[src/rtl/isomap_fwd_seq.sv]
// isomap_fwd_seq: maps each AES state byte from GF(2^8) polynomial basis into GF((2^4)^2), BYTES_PER_CYCLE bytes per cycle
// Ports: clk / rst_n (async active-low) clock and reset
//        in_valid_i / in_ready_o / in_data_i    128-bit input block handshake, byte i = in_data_i[8i+7:8i]
//        out_valid_o / out_ready_i / out_data_o 128-bit mapped block handshake, same byte ordering
//        busy_o                                 high while chunks are being mapped
module isomap_fwd_seq #(
  parameter int BYTES_PER_CYCLE = 4
) (
  input  logic         clk,
  input  logic         rst_n,
  input  logic         in_valid_i,
  output logic         in_ready_o,
  input  logic [127:0] in_data_i,
  output logic         out_valid_o,
  input  logic         out_ready_i,
  output logic [127:0] out_data_o,
  output logic         busy_o
);
  localparam int N  = 16 / BYTES_PER_CYCLE;
  localparam int CW = (N > 1) ? $clog2(N) : 1;
  typedef enum logic [1:0] {IDLE, MAP, DONE} state_t;
  state_t        state_q, state_d;
  logic [CW-1:0] cnt_q, cnt_d;
  logic [127:0]  data_q, data_d, data_map;
  function automatic logic [7:0] fwd(input logic [7:0] a);
    return {a[7]^a[5],
            a[7]^a[6]^a[4]^a[3]^a[2]^a[1],
            a[7]^a[5]^a[3]^a[2],
            a[7]^a[5]^a[3]^a[2]^a[1],
            a[7]^a[6]^a[2]^a[1],
            a[7]^a[4]^a[3]^a[2]^a[1],
            a[6]^a[4]^a[1],
            a[6]^a[1]^a[0]};
  endfunction
  // only the lanes of the chunk selected by the counter are rewritten; the rest pass through
  for (genvar i = 0; i < 16; i++) begin : g_byte
    assign data_map[8*i +: 8] = (cnt_q == CW'(i / BYTES_PER_CYCLE)) ? fwd(data_q[8*i +: 8]) : data_q[8*i +: 8];
  end
  always_comb begin
    state_d = state_q;
    cnt_d   = cnt_q;
    data_d  = data_q;
    unique case (state_q)
      IDLE: if (in_valid_i) begin
        data_d  = in_data_i;
        cnt_d   = '0;
        state_d = MAP;
      end
      MAP: begin
        data_d  = data_map;
        cnt_d   = cnt_q + CW'(1);
        state_d = (cnt_q == CW'(N - 1)) ? DONE : MAP;
      end
      DONE:    state_d = out_ready_i ? IDLE : DONE;
      default: state_d = IDLE;
    endcase
  end
  always_ff @(posedge clk or negedge rst_n) begin
    if (!rst_n) begin
      state_q <= IDLE;
      cnt_q   <= '0;
      data_q  <= '0;
    end else begin
      state_q <= state_d;
      cnt_q   <= cnt_d;
      data_q  <= data_d;
    end
  end
  assign in_ready_o  = (state_q == IDLE);
  assign busy_o      = (state_q == MAP);
  assign out_valid_o = (state_q == DONE);
  assign out_data_o  = data_q;
endmodule

[config.mk]
export PLATFORM = sky130hd
export DESIGN_NAME = isomap_fwd_seq
export DESIGN_NICKNAME = d
export VERILOG_FILES = /design/src/rtl/isomap_fwd_seq.sv
export SDC_FILE = /design/constraint.sdc
export NUM_CORES = 1
export LEC_CHECK = 0
export ABC_AREA = 1
export CORE_MARGIN = 8
export CORE_UTILIZATION = 40
export CTS_CLUSTER_SIZE = 8
export DETAILED_ROUTE_END_ITERATION = 12
export GPL_ROUTABILITY_DRIVEN = 0
export MAX_ROUTING_LAYER = met4
export PLACE_DENSITY = 0.76
export SYNTH_ARGS = -nofsm -noshare
export SYNTH_HDL_FRONTEND = slang
export SYNTH_SLANG_ARGS = --single-unit
[constraint.sdc]
create_clock -name clk -period 2.2 [get_ports clk]
set_input_delay 0.66 -clock clk [delete_from_list [all_inputs] [get_ports clk]]
set_output_delay 0.66 -clock clk [all_outputs]
set_load 0.01 [all_outputs]
==> run_results.csv, run 1 <==
group,metric,value,unit
critical_path,worst-setup-path-type,"register to output pin",
sta,maxSlewViolCount,0,
critical_path,worstPathCellList,"clkdlybuf4s50_1",
layout,layout-drive-gt1-share,4.79,%
global_route,grt_pass1_wl,48500,µm
placement,dpl.hpwl,21600,µm
detailed_routing,first_iter_violations,933,
detailed_routing,postRouteAntennaNets,0,
sta,max-slew-margin-rel,58.6,%
sta,rsz0062_at_grt,"true",
detailed_routing,via_per_inst,4.95,
yosys,syn_inst,1517,
sta,fin_ws,0.0667,ns
clock_network,path_clk_slew,0.06,ns
global_route,grt_use_met1,26.5,%
critical_path,cp_max_fo,6,
yosys,synth.distinct_cells,32,
global_route,top_usage_layer,"met2",
global_route,use_met3,4.70,%
clock_network,cts_made_buffers,17,
global_route,first_global_vias,9877,
die,initial_utilization,40.7,%
die,dieHeight,171,µm
run,maxCapViolations,0,
critical_path,crit_required,1.54,ns
detailed_routing,drc,0,
clock_network,ctsHoldBuffers,0,
die,die_w,171,µm
sta,post-route-min-period,2.13,ns
yosys,syn_area,9560,µm²
clock_network,cts_tree,"built",
layout,fill_cells,2180,
global_route,grt_max_degree,149,
die,die_area,29100,µm²
layout,antenna_cells,0,
critical_path,worst_path_dominant_cell_family,"buffers and inverters",
pwr,ir_worst_vdd,0.973,mV
die,core_area,23500,µm²
clock_network,clk-insertion-delay-late,0.41,ns
global_route,grt-ovfl-total,0,
outcome,status,"completed",
sta,setup_viol,0,
placement,post-place-ws,0.0903,ns
global_route,antenna_found_initial,0,
yosys,synth-warning-count,0,
layout,regArea,3320,µm²
worst_hold_path,hp-class,"input port to asynchronous set/reset pin",
clock_network,cts.sinks,132,
pwr,powerDensity,1880,nW/µm²
critical_path,slowest_stage,"clkdlybuf4s50_1",
critical_path,cp_num_buf_inv,1,
yosys,synth-seq-cells,132,
die,io_pins,263,
sta,fin_hold_ws,0.153,ns
clock_network,htree_levels,4,
sta,timing.fmax,469,MHz
detailed_routing,drt-total-wl,29600,µm
detailed_routing,vias,10400,
clock_network,root_buffer,"clkbuf_16",
global_route,grtUsageTotal,20.7,%
pwr,p_total,24.7,mW
detailed_routing,drt_pre_antenna_iters,6,
layout,syn_to_final_growth,37.7,%
sta,min_period_over_period,97.0,%
placement,place.port_buffers,262,
critical_path,start_kind,"register",
layout,utilization,56.1,%
yosys,syn-num-nets,1653,
sta,fin_skew,0.00815,ns
pwr,p_leak,6.71,nW
die,num_rows,56,
yosys,syn_area_per_cell,6.30,µm²
layout,multi_input_area,5260,µm²
global_route,met2_usage,32.6,%
yosys,synth-seq-area-share,34.6,%
sta,finalHoldViolCount,0,
clock_network,post-cts-setup-buffer-count,0,
critical_path,endpoint_kind,"output pin",
layout,finalNetCount,1901,
critical_path,max_stage_delay,0.59,ns
detailed_routing,wire_per_inst,14.1,µm
critical_path,cp.arrival,1.47,ns
clock_network,cts_max_path_buffers,2,
sta,max_slew.worst_pin.slew,0.621,ns
==> metal layers <==
layer | up-vias | routed length, µm
li1 | 5286 | -
met2 | 300 | 13700
met1 | 4741 | 13400
met4 | 0 | 422
met3 | 37 | 1980
met5 | - | 0
==> cell families after synthesis <==
logic type,after synthesis,share of synthesized area (%)
compound gates,191,11.3
buf+inv,226,10.5
fa+ha+maj,4,0.524
xor+xnor,55,5.04
flops,132,34.6
simple gates,909,38.1
==> metrics by stage <==
stage          instances  setup TNS [ns]  instance area, µm²
2_1_floorplan       1517               0                9560
3_3_place_gp        2065               0               12500
3_5_place_dp        2065               0               12500
4_1_cts             2095               0               13100
5_1_grt             2095       -0.000893               13200
6_report            2095               0               13200
==> report_power, final <==
| group | internal (mW) | switching, mW |
|---|---|---|
| Clock | 1.81 | 1.14 |
| Sequential | 3.77 | 1.83 |
| Combinational | 6.89 | 9.32 |
| Total | 12.5 | 12.3 |
==> final timing paths <==
path | from | to | slack [ns] | cells after the start
worst max-delay path | out_data_o[44] | out_data_o[44] | 0.07 | 1
worst min-delay path | rst_n | out_data_o[23] | 0.15 | 1
worst min register to register | out_data_o[64] | out_data_o[64] | 0.56 | 2
worst max register to register | state_q[0] | out_data_o[122] | 0.30 | 8
max in group asynchronous | rst_n | out_data_o[127] | 1.37 | 2
min in group clk | out_data_o[64] | out_data_o[64] | 0.56 | 2
==> cell type report <==
type / instances / share of cell area, %
Clock buffer: 18 / 3.34
Sequential cell: 132 / 25.2
Tap cell: 319 / 3.03
Clock inverter: 12 / 1.20
Inverter: 169 / 4.82
Timing Repair Buffer: 286 / 22.4
Multi-Input combinational cell: 1159 / 40.0
==> cell usage in the layout, fill, tap and decap left out, types with 4 or more instances in the layout <==
| cell | n |
|---|---|
| a21oi_1 | 39 |
| buf_12 | 10 |
| buf_4 | 12 |
| clkbuf_16 | 17 |
| clkdlybuf4s50_1 | 251 |
| dfrtp_1 | 117 |
| dfrtp_2 | 15 |
| dlymetal6s2s_1 | 7 |
| ha_1 | 4 |
| inv_1 | 166 |
| nand2_1 | 592 |
| nand3_1 | 147 |
| nor2_1 | 161 |
| o211ai_1 | 13 |
| o21ai_0 | 44 |
| o21ai_1 | 48 |
| o22ai_1 | 37 |
| xnor2_1 | 26 |
| xor2_1 | 29 |
==> sequential cells by signal (all words and copies together) (netlist names) <==
signal / flops
state_q: 2
cnt_q: 2
out_data_o: 128
==> timing repair <==
action                                  in CTS  in global routing
endpoints found under the hold margin        0                  0
endpoints found under the setup margin       7                 19
gates resized for setup                      9                 19
==> cell usage after synthesis <==
master,instances,share of area (%)
buf_8,1,0.16
a21oi_4,2,0.34
a22oi_1,1,0.079
buf_6,9,1.1
o21ai_2,2,0.18
o21ai_1,49,2.6
o21ai_0,44,2.3
nand2_1,592,23
buf_4,12,0.94
o31ai_1,1,0.079
nor2_1,161,6.3
buf_2,26,1.4
nand3b_1,2,0.16
or2_2,1,0.065
a21oi_2,1,0.092
a22o_1,1,0.092
dfrtp_1,132,35
xor2_1,29,2.7
nand3_1,147,7.7
a31oi_1,1,0.065
nor2_2,1,0.065
nand2_4,3,0.35
xnor2_1,26,2.4
o211ai_1,13,1.0
ha_1,4,0.52
clkbuf_1,9,0.35
nor2_4,1,0.12
a21oi_1,39,2.0
inv_2,3,0.12
nor3_1,1,0.052
o22ai_1,37,2.4
inv_1,166,6.5
(Power assumes the default switching activity.)
==> run 2, diff against run 1 <==
- CORE_ASPECT_RATIO: default -> 1.25
- SKIP_CTS_REPAIR_TIMING: default -> 1
==> run 2 against run 1 <==
Critical path type unchanged. Largest power group unchanged. Power decreased by 0.87%. Largest cell class unchanged. Count of clock-buffer cells in the layout increased by 1. Sequential share of layout area increased by 0.11 points.
==> run_results.csv, run 2 (synthesis gave the netlist of run 1 again) <==
group,metric,value,unit
outcome,status,"completed",
layout,fill_cells,2306,
layout,design_area,13100,µm²
sta,setup_viol,0,
global_route,first_global_vias,10400,
global_route,grt_pass1_wl,49700,µm
pwr,powerDensity,1870,nW/µm²
critical_path,critPathLaunch,"out_data_o[83]",
sta,finalHoldViolCount,0,
die,die_area,29100,µm²
pwr,ir_worst_vdd,1.23,mV
sta,min_period_over_period,97.3,%
sta,max-slew-margin-rel,53.5,%
critical_path,worst-setup-path-type,"register to output pin",
detailed_routing,drt-total-wl,30000,µm
sta,maxSlewViolCount,0,
sta,post-route-min-period,2.14,ns
clock_network,path_clk_slew,0.07,ns
global_route,antenna_found_initial,1,
layout,syn_to_final_growth,37.0,%
detailed_routing,drc,0,
die,dieHeight,189,µm
clock_network,cts.sinks,132,
detailed_routing,via_per_inst,5.07,
clock_network,clk-insertion-delay-late,0.41,ns
critical_path,start_kind,"register",
placement,place.port_buffers,262,
placement,dpl.hpwl,22000,µm
critical_path,max_stage_delay,0.59,ns
die,num_rows,63,
layout,finalNetCount,1898,
global_route,grtUsageTotal,21.0,%
clock_network,cts_made_buffers,17,
global_route,grt_max_degree,169,
layout,layout-drive-gt1-share,4.51,%
sta,timing.fmax,467,MHz
layout,final_cell_mix,"nand2_1, clkdlybuf4s50_1, inv_1",
placement,dp.cells,2035,
critical_path,cp_max_fo,5,
global_route,grt-ovfl-total,0,
critical_path,cp.arrival,1.48,ns
sta,fin_skew,0.0109,ns
pwr,p_total,24.5,mW
worst_hold_path,hp-class,"input port to asynchronous set/reset pin",
detailed_routing,drt_pre_antenna_iters,7,
clock_network,htree_levels,4,
critical_path,worstSetupPathDepth,1,
run,maxCapViolations,0,
critical_path,endpoint_kind,"output pin",
die,initial_utilization,40.6,%
critical_path,slowest_stage,"clkdlybuf4s50_1",
detailed_routing,postRouteAntennaNets,0,
critical_path,rr_endpoint,"out_data_o[107]",
sta,rsz0062_at_grt,"false",
critical_path,worstSetupEndpoint,"out_data_o[83]",
sta,fin_hold_ws,0.185,ns
die,die_w,154,µm
placement,place_area,12500,µm²
detailed_routing,wire_per_inst,14.5,µm
clock_network,root_buffer,"clkbuf_16",
clock_network,cts_tree,"built",
detailed_routing,first_iter_violations,522,
sta,max_slew.worst_pin.slew,0.698,ns
layout,largest_register_ffs,128,
critical_path,rrSetupSlack,0.34,ns
critical_path,r2r_start,"state_q[0]",
die,core_area,23600,µm²
detailed_routing,vias,10500,
critical_path,worst_path_dominant_cell_family,"buffers and inverters",
layout,final_cells,2068,
clock_network,cts_max_path_buffers,2,
critical_path,r2r_cells,10,
layout,layout_commonest_cell,"nand2_1",
critical_path,cp_num_buf_inv,1,
die,io_pins,263,
pwr,p_leak,6.65,nW
critical_path,worstPathCellList,"clkdlybuf4s50_1",
critical_path,crit_required,1.54,ns
run 2: metrics by stage:
step / TNS [ns] / worst slack, ns / util (%)
after global routing: 0 / 0.000419 / 55.6
after CTS: -0.466 / -0.168 / 55.4
after global placement: 0 / 0.152 / 53.0
after floorplan: 0 / 0.544 / -
after detailed placement: 0 / 0.150 / 53.0
final: 0 / 0.0598 / 55.6
run 2: power breakdown:
group          total (mW)  internal [mW]  switching, mW
combinational        16.2           6.90           9.27
sequential           5.61           3.76           1.85
clock                2.75           1.57           1.18
total                24.5           12.2           12.3
run 2: final cells by class:
class                   instances  area (µm²)  share of cell area, %
flip-flops and latches        132        3320                   25.3
well taps                     292         365                   2.79
diodes                          1        2.50                 0.0191
multi-input cells            1159        5260                   40.2
clock buffers                  19         433                   3.31
repair buffers                283        2960                   22.6
clock inverters                13         125                  0.955
inverters                     169         634                   4.84
run 2: how the worst min path moves through the flow:
stage	endpoint	slack (ns)	cells after the start
2_1_floorplan	cnt_q[0]	0.36	0
3_3_place_gp	out_data_o[64]	0.53	2
3_5_place_dp	out_data_o[64]	0.56	2
4_1_cts	out_data_o[42]	0.20	1
5_1_grt	out_data_o[42]	0.20	1
6_report	out_data_o[45]	0.18	1
run 2: metal layers:
layer	GRT usage, %	vias up	wire (µm)
li1	-	5274	-
met1	23.6	4836	12300
met2	36.7	336	15300
met3	3.62	47	1600
met4	7.97	0	785
met5	-	-	0
